`src/rtl/vga_timing_gen.sv`:
```
// Parametrised VGA raster timing generator: free-running H/V counters with a
// registered decode stage gated by a pixel clock-enable.
module vga_timing_gen #(
    parameter int   H_ACTIVE = 640,
    parameter int   H_FP     = 16,
    parameter int   H_SYNC   = 96,
    parameter int   H_BP     = 48,
    parameter int   V_ACTIVE = 480,
    parameter int   V_FP     = 10,
    parameter int   V_SYNC   = 2,
    parameter int   V_BP     = 33,
    parameter logic HS_POL   = 1'b0,
    parameter logic VS_POL   = 1'b0,
    parameter int   CW       = 10
) (
    input  logic          iClock,
    input  logic          iReset,
    input  logic          iPixEn,
    output logic          oVGA_HS,
    output logic          oVGA_VS,
    output logic          oActive,
    output logic [CW-1:0] oX,
    output logic [CW-1:0] oY,
    output logic          oLineStart,
    output logic          oFrameStart,
    output logic          oVBlank,
    output logic          oPixStb
);

    localparam int H_TOTAL = H_ACTIVE + H_FP + H_SYNC + H_BP;
    localparam int V_TOTAL = V_ACTIVE + V_FP + V_SYNC + V_BP;

    localparam logic [CW-1:0] H_LAST   = CW'(H_TOTAL - 1);
    localparam logic [CW-1:0] V_LAST   = CW'(V_TOTAL - 1);
    localparam logic [CW-1:0] H_VIS    = CW'(H_ACTIVE);
    localparam logic [CW-1:0] V_VIS    = CW'(V_ACTIVE);
    localparam logic [CW-1:0] HS_BEG   = CW'(H_ACTIVE + H_FP);
    localparam logic [CW-1:0] HS_END   = CW'(H_ACTIVE + H_FP + H_SYNC - 1);
    localparam logic [CW-1:0] VS_BEG   = CW'(V_ACTIVE + V_FP);
    localparam logic [CW-1:0] VS_END   = CW'(V_ACTIVE + V_FP + V_SYNC - 1);

    logic [CW-1:0] hc;
    logic [CW-1:0] vc;
    logic          line_end;

    assign line_end = (hc == H_LAST);

    // Raster counters; vertical advances only on the last pixel of a line.
    always_ff @(posedge iClock) begin
        if (iReset) begin
            hc <= '0;
            vc <= '0;
        end else if (iPixEn) begin
            if (line_end) begin
                hc <= '0;
                vc <= (vc == V_LAST) ? '0 : vc + 1'b1;
            end else begin
                hc <= hc + 1'b1;
            end
        end
    end

    logic          d_active;
    logic          d_hs;
    logic          d_vs;
    logic          d_vblank;
    logic          d_line;
    logic          d_frame;
    logic [CW-1:0] d_x;
    logic [CW-1:0] d_y;

    // Decode of the current (pre-increment) counter position.
    always_comb begin
        d_active = 1'b0;
        d_hs     = 1'b0;
        d_vs     = 1'b0;
        d_vblank = 1'b0;
        d_line   = 1'b0;
        d_frame  = 1'b0;
        d_x      = '0;
        d_y      = '0;

        d_active = (hc < H_VIS) && (vc < V_VIS);
        d_hs     = (hc >= HS_BEG) && (hc <= HS_END);
        d_vs     = (vc >= VS_BEG) && (vc <= VS_END);
        d_vblank = (vc >= V_VIS);
        d_line   = (hc == '0);
        d_frame  = (hc == '0) && (vc == '0);
        if (d_active) begin
            d_x = hc;
            d_y = vc;
        end
    end

    // Registered outputs: levels hold while disabled, strobes drop so a
    // pulse is never wider than one iClock.
    always_ff @(posedge iClock) begin
        if (iReset) begin
            oVGA_HS     <= ~HS_POL;
            oVGA_VS     <= ~VS_POL;
            oActive     <= 1'b0;
            oX          <= '0;
            oY          <= '0;
            oLineStart  <= 1'b0;
            oFrameStart <= 1'b0;
            oVBlank     <= 1'b0;
            oPixStb     <= 1'b0;
        end else if (iPixEn) begin
            oVGA_HS     <= d_hs ? HS_POL : ~HS_POL;
            oVGA_VS     <= d_vs ? VS_POL : ~VS_POL;
            oActive     <= d_active;
            oX          <= d_x;
            oY          <= d_y;
            oLineStart  <= d_line;
            oFrameStart <= d_frame;
            oVBlank     <= d_vblank;
            oPixStb     <= 1'b1;
        end else begin
            oLineStart  <= 1'b0;
            oFrameStart <= 1'b0;
            oPixStb     <= 1'b0;
        end
    end

endmodule

```
`config.mk`:
```
export PLATFORM = sky130hd
export DESIGN_NAME = vga_timing_gen
export DESIGN_NICKNAME = d
export VERILOG_FILES = /design/src/rtl/vga_timing_gen.sv
export SDC_FILE = /design/constraint.sdc
export NUM_CORES = 1
export LEC_CHECK = 0
export BUFFER_PORTS_ARGS = -buffer_cell sky130_fd_sc_hd__buf_2
export CORE_MARGIN = 2
export CORE_UTILIZATION = 55
export CTS_CLUSTER_SIZE = 14
export DETAILED_ROUTE_END_ITERATION = 8
export HOLD_SLACK_MARGIN = 0.03
export PLACE_DENSITY_LB_ADDON = 0.1
export SYNTH_ARGS = -nofsm -noshare
export SYNTH_HDL_FRONTEND = slang
export SYNTH_SLANG_ARGS = --single-unit
```
`constraint.sdc`:
```
create_clock -name iClock -period 2.14 [get_ports iClock]
set_input_delay 0.107 -clock iClock [delete_from_list [all_inputs] [get_ports iClock]]
set_output_delay 0.107 -clock iClock [all_outputs]
set_load 0.005 [all_outputs]
```
==> metrics.md <==
| Metric | Value |
|---|---|
| Area contributors post-synth | `dfxtp_1 (49%), a22o_1 (8.2%), nand3_1 (3.9%)` |
| Critical path endpoint category | `register` |
| RSZ-0062 raised after global routing | `false` |
| Clk_lat worst skew | `0.36 ns` |
| Synth cell types | `41` |
| Yosys warnings | `0` |
| Gr usage total | `between 20% and 30%` |
| Fmax | `484 MHz` |
| Synth top area share | `between 40% and 50%` |
| Die ar. | `around 0.0040 mm2` |
| Final Non-Filler Cells | `between 200 and 300` |
| CTS root buf | `clkbuf_4` |
| DRC viols | `0` |
| Vias in the first global route | `~1,500` |
| Hold path depth | `2` |
| Prevailing post-synth register cell | `dfxtp_1` |
| Hold Violations, Final | `0` |
| Max VDD drop | `0.273 mV` |
| Rows | `21` |
| Die height | `roughly 63 um` |
| Crit share post-route | `a little over nine tenths` |
| TritonCTS Sinks | `47` |
| I/O pin cnt | `30` |
| Clock skew | `around 0.0076 ns` |
| GRT Residual Overflow | `0` |
| Initial antenna violation count | `0` |
| Sequential fraction of the synthesis area | `48.7%` |
| Pre-Repair DR Iteration Count | `5` |
| WP data arrival | `between 2 and 2.5 ns` |
| Syn avg cell area | `approximately 9.5 um2` |
| Post-synthesis instance area | `about 0.0019 mm2` |
| Placed Instances | `275` |
| Pwr per Cell Area | `approximately 620 mW/mm2` |
| CTS tree | `done` |
| Asr flop ratio synth | `0%` |
| Min Tclk post-route | `slightly above 2 ns` |
| Rel. slew slack | `17.2%` |
| Critical Path Fanout Max | `7` |
| # setup viols final | `0` |
| Routed Wire Length | `between 4000 and 5000 um` |
| Pre-CTS WS | `~0.15 ns` |
| Post-route setup slack | `0.0718 ns` |
| Via count | `1,702` |
| DP HPWL | `approximately 3000 um` |
| Leakage power | `between 0.8 and 0.9 nW` |
| Post-synth top cells | `dfxtp_1 (47), a22o_1 (18), nand3_1 (15), nor2_1 (13), inv_1 (10)` |
| Post-synth EDFFs | `0` |
| Layout cells sized above 1 | `approximately 23%` |
| Run status | `completed` |
| Synth Area in Compound Gates | `between 15 and 20%` |
| Hold WC Path Type | `input port to register` |
| Port Buffers | `29` |
| Final nets | `247` |
| Core area | `0.00336 mm2` |
| Total CTS buffers | `5` |
| Adder-Cell Fraction of Synth Area | `about 3.2%` |
| Largest family of logic cells by synthesized area | `simple AND/OR/NAND/NOR gates` |
| Crit path launch type | `register` |
| XOR/XNOR share of the synthesized area | `under 10%` |
| Finished layout cell area | `0.00223 mm2` |
| Largest area contributor in the synthesized netlist | `dfxtp_1` |
| First-pass GRT wire length | `7160 um` |
| Syn_nets | `between 200 and 250` |
| Clock tree buffer depth | `2` |
| Die Span X | `roughly 63 um` |
| CTS Hold Bufs | `0` |
| Routed vias/inst | `~6` |
| Drt wl/cell | `~15 um` |
| Max-slew violations | `0` |
| Routed Antenna Nets | `0` |
| Post-synthesis simple-gate area fraction | `between 20% and 30%` |
| Hold WS | `~0.11 ns` |
| Crit path kind | `register to register` |
| Max-cap violation count | `0` |
| Clock transition at path regs | `approximately 0.13 ns` |
| Routability cong. | `0.845` |
| Post-synthesis mux area share | `0%` |
| DP Area | `around 0.0021 mm2` |
| # H-tree levels | `2` |
| Slew @ Worst Pin | `approximately 1.2 ns` |
| Sum Neg Setup Slack | `0 ns` |
| Starting Density | `57.5%` |
| Synthesis-to-finish area growth | `15.5%` |
| Largest net degree at the start of global routing | `22` |
| Cells after Synth | `203` |
| Synthesized flop and latch total | `between 40 and 50` |
| Antenna cells | `0` |
| Most frequent cell after synthesis | `dfxtp_1` |
| Initial drt markers | `around 130` |
| R2R depth | `4` |
| Critical path required time | `~2.4 ns` |
## power breakdown
part           internal, W  switching (W)  total (W)
Clock             0.000127       0.000275   0.000402
Combinational    0.0000327      0.0000497  0.0000824
Sequential        0.000889      0.0000132   0.000902
## layout make-up
cell class              count  area (um2)
clock buffers               6        41.3
well taps                  46        57.6
fillers                   318        1130
multi-input cells         133         900
inverters                  10        37.5
clock inverters             2        12.5
flip-flops and latches     47         945
repair buffers             42         240
## cell families (layout without fill, tap and decap cells)
group,Yosys count,after routing
buffers and inverters,23,60
flip-flops,47,47
AO/OA/AOI/OAI,48,48
adder cells (fa/ha/maj),5,5
AND/OR/NAND/NOR,73,73
XOR/XNOR,7,7
## through the flow
step / utilization (%) / total power (W)
after floorplan: - / 0.000970
after global placement: 63.9 / 0.00100
after detailed placement: 63.9 / 0.00100
after CTS: 65.5 / 0.00140
after global routing: 66.4 / 0.00145
final: 66.4 / 0.00139
## cells in the final DEF, fill, tap and decap left out, types with 7 or more instances in the layout
master,count
nor2_1,13
buf_4,12
dfxtp_1,46
nand3_1,15
nor3_1,7
a22o_1,18
a21oi_1,8
inv_1,10
buf_2,29
nand2_1,8
## final timing paths
kind,from,endpoint,slack [ns]
worst min register to register,oY[9],oY[9],0.47
worst max register to register,hc[7],vc[5],0.07
worst max-delay path,hc[7],vc[5],0.07
worst min-delay path,iReset,hc[0],0.11
## repair_timing
action | 4_1_cts | 5_1_grt
resized for setup | 0 | 4
setup buffers | 0 | 3
setup endpoints to repair | 0 | 1
## critical path, cell delays in order (launching register included)
cell and delay, ns:
dfxtp_4 0.40, or3_4 0.34, or4_4 0.60, or4_1 0.52
a21oi_1 0.15
## layer usage
metal / routed length (um) / part of all wire [%] / track usage [%] / vias up
met3: 331 / 7.6 / 5.89 / 6
li1: - / - / - / 818
met2: 2000 / 46 / 37.0 / 72
met4: 46 / 1.1 / 4.08 / 0
met5: 0 / 0 / 0 / -
met1: 2000 / 46 / 30.8 / 806
## sequential cells by signal, summed over array words and instances (netlist names), 10 cells and up
signal and cells:
oY 10, oX 10, hc 10, vc 10
(Power assumes the default switching activity.)
